### src/rtl/mioc_sync_detect.sv
// mioc_sync_detect: serial sync-word detector with hunt/verify/lock framing.
// A WIDTH-bit sliding window is compared to a programmable pattern through a
// bank of XNOR cells. A flywheel state machine turns frame-aligned hits into
// lock status, a sync pulse and a per-frame boundary pulse.
module mioc_sync_detect #(
  parameter  int WIDTH     = 8,
  parameter  int FRAME_LEN = 32,
  parameter  int MISS_MAX  = 2,
  parameter  int TOL       = 0,
  localparam int MW        = $clog2(MISS_MAX + 1),
  localparam int AW        = $clog2(WIDTH + 1)
) (
  input  logic             clk,
  input  logic             rst_n,
  input  logic             in_valid,
  input  logic             in_bit,
  input  logic [WIDTH-1:0] pattern,
  output logic             locked,
  output logic [1:0]       state,
  output logic             sync_pulse,
  output logic             frame_pulse,
  output logic [MW-1:0]    miss_cnt,
  output logic [AW-1:0]    agree_cnt
);

  localparam int BW = (FRAME_LEN > 1) ? $clog2(FRAME_LEN) : 1;

  typedef enum logic [1:0] {
    SEARCH = 2'd0,
    VERIFY = 2'd1,
    LOCKED = 2'd2
  } state_t;

  state_t           state_reg, state_next;
  logic [WIDTH-1:0] sr_reg;
  logic [WIDTH-1:0] win_next;
  logic [AW-1:0]    fill_reg, fill_next;
  logic [BW-1:0]    bit_cnt_reg, bit_cnt_next;
  logic [MW-1:0]    miss_reg, miss_next;
  logic             locked_reg;
  logic             sync_reg, sync_next;
  logic             frame_reg, frame_next;
  logic [WIDTH-1:0] eq_cur, eq_win;
  logic [AW-1:0]    agree_cur, agree_win;
  logic             hit, boundary, last_miss;

  // Window as it will look after this edge's bit is shifted in (newest = LSB).
  assign win_next = {sr_reg[WIDTH-2:0], in_bit};

  // XNOR equality cells: one per bit for the registered window and for the
  // window being formed on this edge.
  generate
    for (genvar gi = 0; gi < WIDTH; gi++) begin : g_eq
      assign eq_cur[gi] = ~(sr_reg[gi] ^ pattern[gi]);
      assign eq_win[gi] = ~(win_next[gi] ^ pattern[gi]);
    end
  endgenerate

  // Count agreeing bits in both windows.
  always_comb begin
    agree_cur = '0;
    agree_win = '0;
    for (int i = 0; i < WIDTH; i++) begin
      agree_cur = agree_cur + AW'(eq_cur[i]);
      agree_win = agree_win + AW'(eq_win[i]);
    end
  end

  // Fill saturates at WIDTH; a comparison only counts once the window is full.
  assign fill_next = (fill_reg == AW'(WIDTH)) ? fill_reg : fill_reg + AW'(1);
  assign hit       = in_valid && (fill_next == AW'(WIDTH))
                     && (agree_win >= AW'(WIDTH - TOL));
  assign boundary  = in_valid && (bit_cnt_reg == BW'(FRAME_LEN - 1));
  assign last_miss = (miss_reg == MW'(MISS_MAX - 1));

  // Next-state, frame counter, miss counter and pulse decisions.
  always_comb begin
    state_next   = state_reg;
    bit_cnt_next = bit_cnt_reg;
    miss_next    = miss_reg;
    sync_next    = 1'b0;
    frame_next   = 1'b0;
    if (in_valid) begin
      case (state_reg)
        SEARCH: begin
          bit_cnt_next = '0;
          if (hit) begin
            state_next = VERIFY;
            sync_next  = 1'b1;
          end
        end
        VERIFY: begin
          if (boundary) begin
            bit_cnt_next = '0;
            frame_next   = 1'b1;
            if (hit) begin
              state_next = LOCKED;
              sync_next  = 1'b1;
            end else begin
              state_next = SEARCH;
            end
          end else begin
            bit_cnt_next = bit_cnt_reg + BW'(1);
          end
        end
        LOCKED: begin
          if (boundary) begin
            bit_cnt_next = '0;
            frame_next   = 1'b1;
            if (hit) begin
              miss_next = '0;
              sync_next = 1'b1;
            end else if (last_miss) begin
              miss_next  = '0;
              state_next = SEARCH;
            end else begin
              miss_next = miss_reg + MW'(1);
            end
          end else begin
            bit_cnt_next = bit_cnt_reg + BW'(1);
          end
        end
        default: begin
          state_next   = SEARCH;
          bit_cnt_next = '0;
          miss_next    = '0;
        end
      endcase
    end
  end

  // State, window and counters advance on accepting edges; pulses always refresh.
  always_ff @(posedge clk or negedge rst_n) begin
    if (!rst_n) begin
      state_reg   <= SEARCH;
      sr_reg      <= '0;
      fill_reg    <= '0;
      bit_cnt_reg <= '0;
      miss_reg    <= '0;
      locked_reg  <= 1'b0;
      sync_reg    <= 1'b0;
      frame_reg   <= 1'b0;
    end else begin
      sync_reg    <= sync_next;
      frame_reg   <= frame_next;
      state_reg   <= state_next;
      bit_cnt_reg <= bit_cnt_next;
      miss_reg    <= miss_next;
      locked_reg  <= (state_next == LOCKED);
      if (in_valid) begin
        sr_reg   <= win_next;
        fill_reg <= fill_next;
      end
    end
  end

  assign locked      = locked_reg;
  assign state       = state_reg;
  assign sync_pulse  = sync_reg;
  assign frame_pulse = frame_reg;
  assign miss_cnt    = miss_reg;
  assign agree_cnt   = agree_cur;

endmodule

### config.mk
export PLATFORM = sky130hd
export DESIGN_NAME = mioc_sync_detect
export DESIGN_NICKNAME = d
export VERILOG_FILES = /design/src/rtl/mioc_sync_detect.sv
export SDC_FILE = /design/constraint.sdc
export NUM_CORES = 1
export LEC_CHECK = 0
export BUFFER_PORTS_ARGS = -buffer_cell sky130_fd_sc_hd__buf_4
export CORE_MARGIN = 1.5
export CORE_UTILIZATION = 25
export DETAILED_ROUTE_END_ITERATION = 12
export MAX_ROUTING_LAYER = met4
export PLACE_DENSITY_LB_ADDON = 0.1
export SLEW_MARGIN = 10
export SYNTH_ARGS = -nofsm -noshare
export SYNTH_HDL_FRONTEND = slang
export SYNTH_SLANG_ARGS = --single-unit
### constraint.sdc
create_clock -name clk -period 8.8 [get_ports clk]
set_input_delay 1.76 -clock clk [delete_from_list [all_inputs] [get_ports clk]]
set_output_delay 1.76 -clock clk [all_outputs]
set_load 0.03 [all_outputs]
==> impl_metrics.toml <==
[status]
outcome = "completed"

[synthesis]
syn_area_per_cell_um2 = 10.3
syn-cell-area_um2 = 1660
syn-num-nets = 194
yosys-top-cells-area = "dfrtp_1, ha_1, fa_1"
synth_top_cell_area_share_pct = 36.3
ys_ff_latch = 24
async_flop_share_pct = 100
synth_cells = 161
yosysSeqAreaShare_pct = 36.3
synth-main-ff-cell = "dfrtp_1"
yosys_warnings = 0
synthDistinctLibCells = 30
yosysTopAreaCell = "dfrtp_1"
synth_edf_count = 0

[pwr]
sw_frac_of_total_pct = 47.4
powerDensity_nw_per_um2 = 346
peakVddDrop_mv = 0.456
internal_power_mw = 0.356
leakage_nw = 0.895
p_seq_share_pct = 25.5
clock_power_share_pct = 11.1
combPwrFrac_pct = 63.4
p_switching_mw = 0.321

[placed_design]
portBuffers = 22
gp_congestion = 0.759
dp_hpwl_mm = 2.55

[timing]
fin_tns_setup_ps = 0
clock.fmax_ghz = 0.156
slew_violations = 0
setup_viol = 0
rsz0062_at_grt = "false"
post-route-period-util_pct = 72.8
finalCriticalPeriod_ps = 6400
fin_hold_ws_ps = 494
max-slew-margin-rel_pct = 77.5
skew_ps = 4.41
worst_pin_slew_ps = 338
hold_viol_final = 0

[final_layout]
multiInputGateArea_um2 = 985
insertedDiodeCount = 0
drive_above_1_share_pct = 21.3
regArea_um2 = 601
final_common_cell = "dfrtp_1"
largest_register_ffs = 8
final_cell_mix = "dfrtp_1, buf_4, inv_1, ha_1"
fin_nets = 217
area_growth_pct = 18.0
nFillCells = 670

[setup_path]
critPathLaunch = "pattern[0]"
r2r_start = "sr_reg[0]$_DFFE_PN0P_"
worstPathRequired_ps = 7040
worst_ep_arrival_time_ps = 4640
endpoint = "agree_cnt[2]"
worst-path-max-fanout = 2
r2r_slack_ps = 5430
cp-start-kind = "input pin"
rr_endpoint = "sync_pulse$_DFF_PN0_"
crit_path_end_kind = "output pin"
r2r_cells = 11
criticalPathCategory = "in -> out"

[global_route]
grt_overflow_total = 0
antenna_found_initial = 0
grt_usage_pct = 10.3
grt_pass1_wl_mm = 5.62
grt_pass1_vias = 1185
grt_start_max_net_pins = 31

[routing]
viasPerCell = 4.44
finalWirelength_mm = 3.27
first_pass_iters = 4
vias = 1155
drt.antenna.violating_nets = 0
wire_per_inst_um = 12.6
dr.first_iter.drc_count = 49
drcViolationCount = 0

[floorplanning]
die_h_um = 84.4
io_pins = 23
die_area_um2 = 7120
fp.coreArea_um2 = 6390
rows = 29
die_w_um = 84.4
start_util_pct = 25.9

[clocking]
cts_made_buffers = 3
root_buffer = "clkbuf_8"
clock_latency_ps = 260
clockBufferDepth = 2
post_cts_buffers = 0
cts_hold_buf = 0
cts_resized = 0
clk_pin_slew_ps = 80
cts_num_sinks = 24
cts_tree = "yes"
cts_htree_levels = 1

[hold_path]
hold_class = "reg -> reg"

[job]
maxCapViolCount = 0
## stage by stage
stage | util, % | setup WS [ps] | power, mW | std cells | instance area [um2]
floorplan | - | 2430 | 0.495 | 161 | 1660
global placement | 29.7 | 2430 | 0.602 | 256 | 1900
detailed placement | 29.7 | 2380 | 0.611 | 256 | 1900
CTS | 30.6 | 2370 | 0.691 | 260 | 1950
global route | 30.6 | 2290 | 0.747 | 260 | 1950
finish | 30.6 | 2400 | 0.677 | 260 | 1950
## how the worst min path moves through the flow
| stage | from | to | slack [ps] | cells after the start |
|---|---|---|---|---|
| 6_report | bit_cnt_reg[3]$_DFFE_PN0P_ | bit_cnt_reg[3]$_DFFE_PN0P_ | 490 | 1 |
| 5_1_grt | bit_cnt_reg[3]$_DFFE_PN0P_ | bit_cnt_reg[3]$_DFFE_PN0P_ | 500 | 1 |
| 3_3_place_gp | bit_cnt_reg[3]$_DFFE_PN0P_ | bit_cnt_reg[3]$_DFFE_PN0P_ | 480 | 1 |
| 4_1_cts | bit_cnt_reg[3]$_DFFE_PN0P_ | bit_cnt_reg[3]$_DFFE_PN0P_ | 490 | 1 |
| 2_1_floorplan | bit_cnt_reg[3]$_DFFE_PN0P_ | bit_cnt_reg[3]$_DFFE_PN0P_ | 450 | 1 |
| 3_5_place_dp | bit_cnt_reg[3]$_DFFE_PN0P_ | bit_cnt_reg[3]$_DFFE_PN0P_ | 480 | 1 |
## cells in the mapped netlist (2+ instances only)
cell type	instances
a211oi_1	2
nand3_1	9
inv_1	14
nor2b_1	3
nand2b_1	3
xnor2_1	12
o21ai_0	12
nor2_1	6
mux2_2	10
and3_1	3
nand3b_1	2
xor2_1	8
a21oi_1	5
dfrtp_1	24
fa_1	7
ha_1	14
buf_2	3
nand2_1	11
o21a_1	2
## metal layers
layer  up-vias  wire [um]  share of wire [%]  track usage, %
li1        587          -                  -               -
met1       549       1530                 47            12.5
met2        17       1620                 50            17.4
met3         2         96                2.9            1.67
met4         0         23               0.70            3.52
met5         -          0                  0               -
## power groups by stage
stage | registers, mW | clock network [mW] | logic, mW
floorplan | 0.173 | 0 | 0.323
finish | 0.173 | 0.0751 | 0.429
global route | 0.179 | 0.0845 | 0.483
global placement | 0.174 | 0 | 0.428
CTS | 0.173 | 0.0806 | 0.438
detailed placement | 0.175 | 0 | 0.436
## cell type report
| type | instances | share of cell area, % |
|---|---|---|
| Clock buffer | 4 | 2.82 |
| Inverter | 14 | 2.69 |
| Multi-Input combinational cell | 119 | 50.4 |
| Sequential cell | 24 | 30.7 |
| Tap cell | 77 | 4.93 |
| Timing Repair Buffer | 22 | 8.45 |
## logic make-up (layout without fill, tap and decap cells)
logic type | count (synthesis) | after routing | synth area share [%]
AOI/OAI and AO/OA | 27 | 27 | 9.97
xor gates and xnor gates | 20 | 20 | 10.6
adders and majority gates | 21 | 21 | 19.0
buffers and inverters | 18 | 40 | 4.30
DFF | 24 | 24 | 36.3
muxes | 10 | 10 | 6.80
and+or+nand+nor | 41 | 41 | 13.1
## worst max-delay path, stage by stage
cell	delay, ps
buf_4	120
xnor2_1	140
fa_1	550
inv_1	60
fa_1	510
fa_1	540
inv_1	40
ha_1	220
fa_1	390
xor2_1	150
buf_4	160
(Power assumes the default switching activity.)
